--- src/rtl/dram_responder_if.sv ---
// rtl/dram_responder_if.sv - core-side and backend-side signals of the DRAM responder
interface dram_responder_if;
  logic [31:0] w_dram_addr;
  logic [31:0] w_dram_wdata;
  logic        w_dram_le;
  logic        w_dram_we_t;
  logic [2:0]  w_dram_ctrl;
  logic        w_dram_busy;
  logic [31:0] w_dram_odata;
  logic        w_dram_err;
  logic        mem_req;
  logic        mem_we;
  logic [31:0] mem_addr;
  logic [31:0] mem_wdata;
  logic [3:0]  mem_be;
  logic        mem_ack;
  logic [31:0] mem_rdata;

  modport master (
    output w_dram_addr, w_dram_wdata, w_dram_le, w_dram_we_t, w_dram_ctrl,
    input  w_dram_busy, w_dram_odata, w_dram_err,
    input  mem_req, mem_we, mem_addr, mem_wdata, mem_be,
    output mem_ack, mem_rdata
  );

  modport slave (
    input  w_dram_addr, w_dram_wdata, w_dram_le, w_dram_we_t, w_dram_ctrl,
    output w_dram_busy, w_dram_odata, w_dram_err,
    output mem_req, mem_we, mem_addr, mem_wdata, mem_be,
    input  mem_ack, mem_rdata
  );
endinterface

--- src/rtl/dram_responder.sv ---
// rtl/dram_responder.sv - single-outstanding DRAM load/store responder with timeout
// DRAM_RESP_MISALIGN_EN: split word-crossing accesses into two backend words instead of rejecting them.
module dram_responder #(
  parameter int TIMEOUT = 1023
) (
  input logic            CLK,
  input logic            RST_X,
  dram_responder_if.slave bus
);
  typedef enum logic [1:0] {IDLE, ACC0, ACC1, FIN} state_t;

  localparam logic [9:0] WAIT_LAST = 10'(TIMEOUT - 1);
`ifdef DRAM_RESP_MISALIGN_EN
  localparam int SPAN = 2;
`else
  localparam int SPAN = 1;
`endif

  function automatic logic [3:0] size_mask(input logic [1:0] sz);
    case (sz)
      2'd0:    return 4'b0001;
      2'd1:    return 4'b0011;
      default: return 4'b1111;
    endcase
  endfunction

  function automatic logic crosses(input logic [1:0] sz, input logic [1:0] off);
    return ((sz == 2'd1) && (off == 2'd3)) || (sz[1] && (off != 2'd0));
  endfunction

  function automatic logic [31:0] load_extend(input logic [63:0] raw, input logic [1:0] off,
                                              input logic [2:0] c);
    logic [31:0] sh;
    sh = 32'(raw >> {off, 3'b000});
    case (c[1:0])
      2'd0:    return {{24{sh[7] & ~c[2]}}, sh[7:0]};
      2'd1:    return {{16{sh[15] & ~c[2]}}, sh[15:0]};
      default: return sh;
    endcase
  endfunction

  state_t                state;
  logic [1:0]            off_q;
  logic [2:0]            ctrl_q;
  logic                  we_q;
  logic                  err_pend;
  logic                  tmo_q;
  logic [9:0]            wait_cnt;
  logic [32*SPAN-1:0]    asm_q;
`ifdef DRAM_RESP_MISALIGN_EN
  logic                  split_q;
  logic [31:0]           nxt_addr_q;
  logic [3:0]            nxt_be_q;
  logic [31:0]           nxt_wdata_q;
`else
  logic                  rej_q;
`endif

  logic                  strobe;
  logic [1:0]            in_off;
  logic                  in_cross;
  logic                  wait_expired;
  logic [4*SPAN-1:0]     in_span;
  logic [32*SPAN-1:0]    in_lanes;

  assign strobe       = bus.w_dram_le | bus.w_dram_we_t;
  assign in_off       = bus.w_dram_addr[1:0];
  assign in_cross     = crosses(bus.w_dram_ctrl[1:0], in_off);
  assign wait_expired = (wait_cnt == WAIT_LAST);
  // Byte enables and lanes for both words; the upper half only exists when splitting.
  assign in_span      = (4*SPAN)'(size_mask(bus.w_dram_ctrl[1:0])) << in_off;
  assign in_lanes     = (32*SPAN)'(bus.w_dram_wdata) << {in_off, 3'b000};

  // Combinational so the strobe cycle itself already reports busy.
  assign bus.w_dram_busy = RST_X & ((state != IDLE) | strobe);

  always_ff @(posedge CLK or negedge RST_X) begin
    if (!RST_X) begin
      state            <= IDLE;
      off_q            <= '0;
      ctrl_q           <= '0;
      we_q             <= 1'b0;
      err_pend         <= 1'b0;
      tmo_q            <= 1'b0;
      wait_cnt         <= '0;
      asm_q            <= '0;
`ifdef DRAM_RESP_MISALIGN_EN
      split_q          <= 1'b0;
      nxt_addr_q       <= '0;
      nxt_be_q         <= '0;
      nxt_wdata_q      <= '0;
`else
      rej_q            <= 1'b0;
`endif
      bus.w_dram_odata <= '0;
      bus.w_dram_err   <= 1'b0;
      bus.mem_req      <= 1'b0;
      bus.mem_we       <= 1'b0;
      bus.mem_addr     <= '0;
      bus.mem_wdata    <= '0;
      bus.mem_be       <= '0;
    end else begin
      bus.w_dram_err <= 1'b0;
      case (state)
        IDLE: begin
          if (strobe) begin
            off_q    <= in_off;
            ctrl_q   <= bus.w_dram_ctrl;
            we_q     <= bus.w_dram_we_t;
            err_pend <= bus.w_dram_le & bus.w_dram_we_t;
            tmo_q    <= 1'b0;
            wait_cnt <= '0;
`ifdef DRAM_RESP_MISALIGN_EN
            split_q     <= in_cross;
            nxt_addr_q  <= {bus.w_dram_addr[31:2], 2'b00} + 32'd4;
            nxt_be_q    <= bus.w_dram_we_t ? in_span[7:4] : 4'b1111;
            nxt_wdata_q <= bus.w_dram_we_t ? in_lanes[63:32] : 32'd0;
            bus.mem_req   <= 1'b1;
            bus.mem_we    <= bus.w_dram_we_t;
            bus.mem_addr  <= {bus.w_dram_addr[31:2], 2'b00};
            bus.mem_be    <= bus.w_dram_we_t ? in_span[3:0] : 4'b1111;
            bus.mem_wdata <= bus.w_dram_we_t ? in_lanes[31:0] : 32'd0;
            state         <= ACC0;
`else
            rej_q <= in_cross;
            if (in_cross) begin
              bus.w_dram_err <= 1'b1;
              state          <= FIN;
            end else begin
              bus.mem_req   <= 1'b1;
              bus.mem_we    <= bus.w_dram_we_t;
              bus.mem_addr  <= {bus.w_dram_addr[31:2], 2'b00};
              bus.mem_be    <= bus.w_dram_we_t ? in_span : 4'b1111;
              bus.mem_wdata <= bus.w_dram_we_t ? in_lanes : 32'd0;
              state         <= ACC0;
            end
`endif
          end
        end

        ACC0: begin
          if (bus.mem_ack) begin
            asm_q[31:0] <= bus.mem_rdata;
            bus.mem_req <= 1'b0;
            wait_cnt    <= '0;
`ifdef DRAM_RESP_MISALIGN_EN
            if (split_q) begin
              bus.mem_addr  <= nxt_addr_q;
              bus.mem_be    <= nxt_be_q;
              bus.mem_wdata <= nxt_wdata_q;
              state         <= ACC1;
            end else begin
              bus.w_dram_err <= err_pend;
              state          <= FIN;
            end
`else
            bus.w_dram_err <= err_pend;
            state          <= FIN;
`endif
          end else if (wait_expired) begin
            bus.mem_req    <= 1'b0;
            tmo_q          <= 1'b1;
            bus.w_dram_err <= 1'b1;
            state          <= FIN;
          end else begin
            wait_cnt <= wait_cnt + 10'd1;
          end
        end

`ifdef DRAM_RESP_MISALIGN_EN
        ACC1: begin
          // First cycle here is the mandatory request gap after the ACC0 ack.
          if (!bus.mem_req) begin
            bus.mem_req <= 1'b1;
          end else if (bus.mem_ack) begin
            asm_q[63:32]   <= bus.mem_rdata;
            bus.mem_req    <= 1'b0;
            bus.w_dram_err <= err_pend;
            state          <= FIN;
          end else if (wait_expired) begin
            bus.mem_req    <= 1'b0;
            tmo_q          <= 1'b1;
            bus.w_dram_err <= 1'b1;
            state          <= FIN;
          end else begin
            wait_cnt <= wait_cnt + 10'd1;
          end
        end
`endif

        FIN: begin
          if (!we_q) begin
`ifdef DRAM_RESP_MISALIGN_EN
            bus.w_dram_odata <= tmo_q ? 32'hFFFF_FFFF : load_extend(64'(asm_q), off_q, ctrl_q);
`else
            bus.w_dram_odata <= tmo_q ? 32'hFFFF_FFFF :
                                rej_q ? 32'd0 : load_extend(64'(asm_q), off_q, ctrl_q);
`endif
          end
          state <= IDLE;
        end

        default: state <= IDLE;
      endcase
    end
  end
endmodule

--- src/flat_wrapper.sv ---
// flat-port wrapper written by rule: the top's interface ports become plain ports
module dram_responder_flat 
#(
  parameter int TIMEOUT = 1023
)
  (CLK, RST_X, bus_w_dram_addr, bus_w_dram_wdata, bus_w_dram_le, bus_w_dram_we_t, bus_w_dram_ctrl, bus_w_dram_busy, bus_w_dram_odata, bus_w_dram_err, bus_mem_req, bus_mem_we, bus_mem_addr, bus_mem_wdata, bus_mem_be, bus_mem_ack, bus_mem_rdata);
  dram_responder_if bus_i ();
  input logic CLK;
  input logic RST_X;
  input wire logic [$bits(bus_i.w_dram_addr)-1:0] bus_w_dram_addr;
  input wire logic [$bits(bus_i.w_dram_wdata)-1:0] bus_w_dram_wdata;
  input wire logic [$bits(bus_i.w_dram_le)-1:0] bus_w_dram_le;
  input wire logic [$bits(bus_i.w_dram_we_t)-1:0] bus_w_dram_we_t;
  input wire logic [$bits(bus_i.w_dram_ctrl)-1:0] bus_w_dram_ctrl;
  output wire logic [$bits(bus_i.w_dram_busy)-1:0] bus_w_dram_busy;
  output wire logic [$bits(bus_i.w_dram_odata)-1:0] bus_w_dram_odata;
  output wire logic [$bits(bus_i.w_dram_err)-1:0] bus_w_dram_err;
  output wire logic [$bits(bus_i.mem_req)-1:0] bus_mem_req;
  output wire logic [$bits(bus_i.mem_we)-1:0] bus_mem_we;
  output wire logic [$bits(bus_i.mem_addr)-1:0] bus_mem_addr;
  output wire logic [$bits(bus_i.mem_wdata)-1:0] bus_mem_wdata;
  output wire logic [$bits(bus_i.mem_be)-1:0] bus_mem_be;
  input wire logic [$bits(bus_i.mem_ack)-1:0] bus_mem_ack;
  input wire logic [$bits(bus_i.mem_rdata)-1:0] bus_mem_rdata;
  assign bus_i.w_dram_addr = bus_w_dram_addr;
  assign bus_i.w_dram_wdata = bus_w_dram_wdata;
  assign bus_i.w_dram_le = bus_w_dram_le;
  assign bus_i.w_dram_we_t = bus_w_dram_we_t;
  assign bus_i.w_dram_ctrl = bus_w_dram_ctrl;
  assign bus_w_dram_busy = bus_i.w_dram_busy;
  assign bus_w_dram_odata = bus_i.w_dram_odata;
  assign bus_w_dram_err = bus_i.w_dram_err;
  assign bus_mem_req = bus_i.mem_req;
  assign bus_mem_we = bus_i.mem_we;
  assign bus_mem_addr = bus_i.mem_addr;
  assign bus_mem_wdata = bus_i.mem_wdata;
  assign bus_mem_be = bus_i.mem_be;
  assign bus_i.mem_ack = bus_mem_ack;
  assign bus_i.mem_rdata = bus_mem_rdata;
  dram_responder #(.TIMEOUT(TIMEOUT)) u_core (.CLK(CLK), .RST_X(RST_X), .bus(bus_i));
endmodule
--- config.mk ---
export PLATFORM = sky130hd
export DESIGN_NAME = dram_responder_flat
export DESIGN_NICKNAME = d
export VERILOG_FILES = /design/src/rtl/dram_responder_if.sv /design/src/rtl/dram_responder.sv /design/src/flat_wrapper.sv
export SDC_FILE = /design/constraint.sdc
export NUM_CORES = 1
export LEC_CHECK = 0
export CORE_MARGIN = 3
export CORE_UTILIZATION = 35
export DETAILED_ROUTE_END_ITERATION = 12
export REMOVE_ABC_BUFFERS = 1
export SYNTH_ARGS = -nofsm -noshare
export SYNTH_HDL_FRONTEND = slang
export SYNTH_SLANG_ARGS = --single-unit
--- constraint.sdc ---
create_clock -name CLK -period 3.9 [get_ports CLK]
set_clock_uncertainty 0.1 [all_clocks]
set_input_delay 0.78 -clock CLK [delete_from_list [all_inputs] [get_ports CLK]]
set_output_delay 0.78 -clock CLK [all_outputs]
set_load 0.02 [all_outputs]
== After elaboration in Yosys (flattened, before gate mapping) ==
Cells that the tools add are included.

* Add/sub/neg operators: 1
* Eq/ne operators: 12
* Shifts and indexed selects: 3
* Muxes and demuxes: 29
* Bitwise gates (word level): 9
* Reductions and logical operators: 17

{| class="wikitable"
|+ Operators with widths
! operator !! count
|-
| 32-bit 2-to-1 mux || 3
|-
| 32-bit case mux with 2 select lines || 1
|-
| 32-bit by 5-bit left shift with 32-bit output || 1
|-
| 32-bit by 5-bit right shift with 32-bit output || 1
|-
| 10-bit 2-to-1 mux || 3
|-
| 10-bit case mux with 2 select lines || 1
|-
| 1-bit 2-to-1 mux || 11
|-
| 10-bit by 1-bit adder with 10-bit output (second input constant) || 1
|-
| 10-bit equality test (second input constant) || 1
|-
| 2-bit 2-to-1 mux || 4
|-
| 4-bit case mux with 2 select lines || 1
|-
| 2-bit AND reduction || 4
|-
| 4-bit AND reduction || 2
|-
| 2-bit by 1-bit equality test with 1-bit output (second input constant) || 3
|-
| 2-bit logical NOT || 3
|-
| 1-bit case mux with 2 select lines || 3
|-
| 3-bit AND reduction || 2
|-
| 2-bit nonzero test || 3
|-
| 1-bit AND || 4
|-
| 2-bit equality test (second input constant) || 2
|-
| 4-bit 2-to-1 mux || 1
|-
| 2-bit by 1-bit != test with 1-bit output (second input constant) || 2
|-
| 2-bit != test (second input constant) || 2
|-
| 2-bit case mux with 2 select lines || 1
|-
| 7 further kinds || 11
|}

* Register bits: 154
* Output and inout port bits: 104
* Logic and storage cells: 87

== Depth between registers and ports, before layout ==
* Depth after elaboration: 6
* Depth in mapped cells: 7
* Gate-level depth less buffers: 6

== Worst setup path before layout ==
Ideal clock, no wire load.

* Kind: in2reg
* From: in bus_w_dram_ctrl[0]
* To: reg u_core.bus.mem_addr[10]
* Arrival: 2.011 ns
* Required time: 3.675 ns
* Slack: 1.664 ns
* Stages: 5
* Cell sequence: a21o_1 a22o_1 nor2_2 buf_4 mux2_2

* Cells in the longest elaborated chain, start to end: 5

{| class="wikitable"
|+ RTL lines
! what !! line !! RTL
|-
| start: declaration || flat_wrapper.sv:14 || <nowiki>input wire logic [$bits(bus_i.w_dram_ctrl)-1:0] bus_w_dram_ctrl;</nowiki>
|-
| 2-bit by 1-bit equality test with 1-bit output || dram_responder.sv:28 || <nowiki>return ((sz == 2'd1) && (off == 2'd3)) || (sz[1] && (off != 2'd0));</nowiki>
|-
| 1-bit logical AND || dram_responder.sv:28 ||
|-
| 1-bit logical OR || dram_responder.sv:28 ||
|-
| 1-bit inverter (no line) || -- ||
|-
| 3-bit AND reduction (no line) || -- ||
|-
| end signal: assignment || dram_responder.sv:132 || <nowiki>bus.mem_addr <= {bus.w_dram_addr[31:2], 2'b00};</nowiki>
|-
| end: declaration || dram_responder_if.sv:29 || <nowiki>output mem_req, mem_we, mem_addr, mem_wdata, mem_be,</nowiki>
|}

No other way between the ends.
A chain may end at the register's enable or synchronous reset.

== Worst setup path in the final report ==
* From: in bus_w_dram_we_t
* To: out bus_w_dram_busy

* Cells in the longest elaborated chain, start to end: 3

{| class="wikitable"
|+ RTL lines
! what !! line !! RTL
|-
| start: declaration || flat_wrapper.sv:13 || <nowiki>input wire logic [$bits(bus_i.w_dram_we_t)-1:0] bus_w_dram_we_t;</nowiki>
|-
| 1-bit OR || dram_responder.sv:66 || <nowiki>assign strobe = bus.w_dram_le | bus.w_dram_we_t;</nowiki>
|-
| 1-bit OR || dram_responder.sv:75 || <nowiki>assign bus.w_dram_busy = RST_X & ((state != IDLE) | strobe);</nowiki>
|-
| 1-bit AND || dram_responder.sv:75 ||
|-
| end: declaration || flat_wrapper.sv:15 || <nowiki>output wire logic [$bits(bus_i.w_dram_busy)-1:0] bus_w_dram_busy;</nowiki>
|}

No other way between the ends.

==> metrics.md <==
| Metric | Value |
|---|---|
| Chip height | `149 um` |
| Switching share of total power | `0.376` |
| Vias in the first global route | `6057` |
| CP endpoint kind | `output port` |
| ANT cells | `0` |
| Seq/Total Area, Yosys | `0.537` |
| Library cells used by synthesis | `54` |
| Pwr Density | `slightly above 800 mW/mm^2` |
| DRC Markers | `0` |
| Post-DR vias/cell | `slightly above 5` |
| Most frequent cell after synthesis | `dfrtp_1` |
| Place WS | `0.836 ns` |
| Starting Density | `0.363` |
| Core box area | `0.0198 mm^2` |
| RSZ-0062 raised after global routing | `no` |
| Largest net degree at the start of global routing | `77` |
| Fmax achieved | `326 MHz` |
| Worst hold path class | `in2async` |
| WP data required | `3.02 ns` |
| CP most frequent cell | `clkdlybuf4s50_1` |
| Initial DRC Count | `319` |
| Synth top area share | `0.537` |
| GPL Wtd Cong | `0.789` |
| Multi-input logic area | `0.00308 mm^2` |
| Post-cts resize count | `0` |
| Hold_ws | `0.0917 ns` |
| Final Setup Violations | `0` |
| Root Buffer | `clkbuf_16` |
| Synth top area cells | `dfrtp_1, nand2_1, mux2_2` |
| Metal-1 WL | `9370 um` |
| Synth Cell Area | `0.00717 mm^2` |
| DIE AREA | `roughly 0.022 mm^2` |
| Sequential share of power | `0.352` |
| Die width | `149 um` |
| Yosys warnings | `0` |
| Worst stage delay on the critical path | `0.63 ns` |
| Crit-path cells | `clkdlybuf4s50_1, nor2_1, a21boi_0, clkdlybuf4s50_1` |
| Crit path buffers/inverters | `2` |
| Final HPWL from detailed placement | `14200 um` |
| Pre-Repair DR Iteration Count | `4` |
| Synth async-reset ratio | `1.00` |
| Sequential cell area | `0.00385 mm^2` |
| Area grow syn2layout | `40.5%` |
| Final hold violation count | `0` |
| Clk slew on worst S/H paths | `about 0.06 ns` |
| Quantity of hold-fixing buffers added after cts | `0` |
| PnR worst setup slack | `0.837 ns` |
| Top cell family by delay on the critical path | `buffers and inverters` |
| GRT Total Usage | `0.188` |
| FP Rows | `51` |
| Share of cells above drive strength 1 | `0.110` |
| Combinational share of power | `0.435` |
| First-pass GRT wire length | `33000 um` |
| # port buffers | `205` |
| Synth area leader | `dfrtp_1` |
| Routed Antenna Nets | `0` |
| Clk pwr share | `0.214` |
| Syn Inst Count | `688` |
| Met3 WL post-DR | `between 1500 and 2000 um` |
| H-tree Lvls | `4` |
| CTS tree | `yes` |
| EDFF count, synth | `0` |
| Slowest-stage cell, CP | `clkdlybuf4s50_1` |
| CP startpoint kind | `primary input` |
| Nets | `984` |
| Top sig layer | `met4` |
| Status | `completed` |
| Setup_tns | `0 ns` |
| Worst vdd ir | `~0.4 mV` |
| Total Wirelength | `20500 um` |
| Rel. slew slack | `0.366` |
| Max-cap violations | `0` |
| CTS sink cnt | `154` |
| Leakage | `4.36 nW` |
| Slew Viols, Final | `0` |
| CP Class | `in2out` |
| Final Util | `0.510` |
| Clock tree buffer depth | `2` |
| Pint | `0.00521 W` |
| Tcrit/Tclk final | `0.785` |
| Worst-path fanout max | `4` |
| Cts bufs inserted | `17` |
| Vias | `5888` |
| I/O pin count | `between 200 and 250` |
| Synthesized area per cell | `between 10 and 15 um^2` |
| NetSw | `0.00314 W` |
| Gr ovfl total | `0` |
| Routed wl met2 | `9160 um` |
| Commonest cells post-synth | `dfrtp_1, nand2_1, a21oi_1, nor2_1, o21ai_0` |
| Tightest Pin Transition | `0.951 ns` |
| Clk Latency, worst-skew pair | `0.42 ns` |
| Synth Flop Type | `dfrtp_1` |
| Post-CTS Setup Repair Bufs | `0` |
| Average wire per standard cell | `17.8 um` |
| Minimum clock period | `3.06 ns` |
| Yosys reg bits | `roughly 150` |
| Number of fill cells in the layout | `1835` |
| Initial antenna violation count | `0` |
| Worst Path Arrival | `approximately 2.2 ns` |
==> metal layers <==
metal,vias to the layer above,global-route usage
li1,2835,-
met1,2854,0.256
met2,191,0.281
met3,8,0.0836
met4,0,0.0343
met5,-,0
==> worst reg2reg max path: stages, from the launching register on <==
cell	delay [ns]
dfrtp_1	0.89
mux4_2	0.38
nor3b_2	0.49
a21oi_1	0.08
o21ai_0	0.20
==> stage by stage <==
step	cells	area [um^2]	total power, W
after global placement	1124	9440	0.00658
after detailed placement	1124	9440	0.00662
after floorplan	640	6950	0.00485
after CTS	1155	10100	0.00844
final	1155	10100	0.00835
after global routing	1155	10100	0.00890
==> registers in the layout, indices dropped and copies added, names as in the netlist, 2 cells and up <==
name                     cells
u_core.bus.w_dram_odata     32
u_core.off_q                 2
u_core.ctrl_q                3
u_core.bus.mem_wdata        32
u_core.bus.mem_addr         30
u_core.asm_q                32
u_core.bus.mem_be            4
u_core.state                 2
u_core.wait_cnt             10
==> power by group through the flow <==
| stage | Combinational [W] | Sequential (W) | Clock [W] |
|---|---|---|---|
| global route | 0.00396 | 0.00304 | 0.00189 |
| floorplan | 0.00140 | 0.00345 | 0 |
| detailed placement | 0.00366 | 0.00295 | 0 |
| CTS | 0.00368 | 0.00294 | 0.00182 |
| global placement | 0.00363 | 0.00295 | 0 |
| finish | 0.00363 | 0.00294 | 0.00179 |
==> placed cells by master, fill, tap and decap left out, types with 3 or more instances in the layout <==
cell type | synthesis | routed
o21ai_0 | 35 | 35
nand2_1 | 125 | 125
bufinv_16 | 0 | 4
a21oi_1 | 42 | 42
o2bb2ai_1 | 8 | 8
or2_2 | 6 | 6
a32o_1 | 8 | 8
nor3_1 | 13 | 13
or3_1 | 4 | 4
clkbuf_16 | 0 | 17
a211o_1 | 16 | 16
nor2_1 | 38 | 38
a211oi_1 | 8 | 8
o22a_1 | 4 | 4
nand3b_1 | 10 | 10
o22ai_1 | 8 | 8
a22o_1 | 17 | 17
mux2i_1 | 33 | 33
or4_1 | 5 | 5
clkinv_2 | 0 | 3
inv_1 | 6 | 6
clkinv_4 | 0 | 3
o31ai_1 | 5 | 5
nand2b_1 | 3 | 3
clkbuf_8 | 0 | 3
nor2b_1 | 16 | 16
mux2_2 | 34 | 34
dfrtp_1 | 154 | 154
nor4_1 | 9 | 9
buf_4 | 5 | 14
clkdlybuf4s50_1 | 0 | 204
==> area by class of cell <==
type | count | area share
flip-flops and latches | 154 | 0.382
well taps | 265 | 0.0329
repair buffers | 219 | 0.214
clock inverters | 11 | 0.0168
inverters | 6 | 0.00223
multi-input cells | 480 | 0.305
clock buffers | 20 | 0.0463
==> cell families (layout without fill, tap and decap cells) <==
kind of cell / after synthesis / in the layout / synth area share
xor+xnor: 1 / 1 / 0.00122
mux: 68 / 68 / 0.103
compound gates: 158 / 158 / 0.151
simple gates: 249 / 249 / 0.169
buf+inv: 55 / 256 / 0.0349
other cells: 1 / 2 / 0.000523
flops: 154 / 154 / 0.537
fa+ha+maj: 2 / 2 / 0.00349
==> final timing paths <==
| kind | end | from | slack (ns) | cells past startpoint |
|---|---|---|---|---|
| max | bus_w_dram_busy | bus_w_dram_we_t | 0.84 | 4 |
| min | u_core.wait_cnt[7]$_DFFE_PN0P_ | RST_X | 0.09 | 1 |
| max reg2reg | u_core.bus.w_dram_odata[12]$_DFFE_PN0P_ | u_core.off_q[1]$_DFFE_PN0P_ | 1.66 | 4 |
| min reg2reg | u_core.asm_q[0]$_DFFE_PN0P_ | u_core.asm_q[0]$_DFFE_PN0P_ | 0.37 | 2 |
| max in group asynchronous | u_core.bus.w_dram_odata[23]$_DFFE_PN0P_ | RST_X | 2.42 | 2 |
| min in group CLK | u_core.asm_q[0]$_DFFE_PN0P_ | u_core.asm_q[0]$_DFFE_PN0P_ | 0.37 | 2 |
Power figures use the tool's default switching activity.
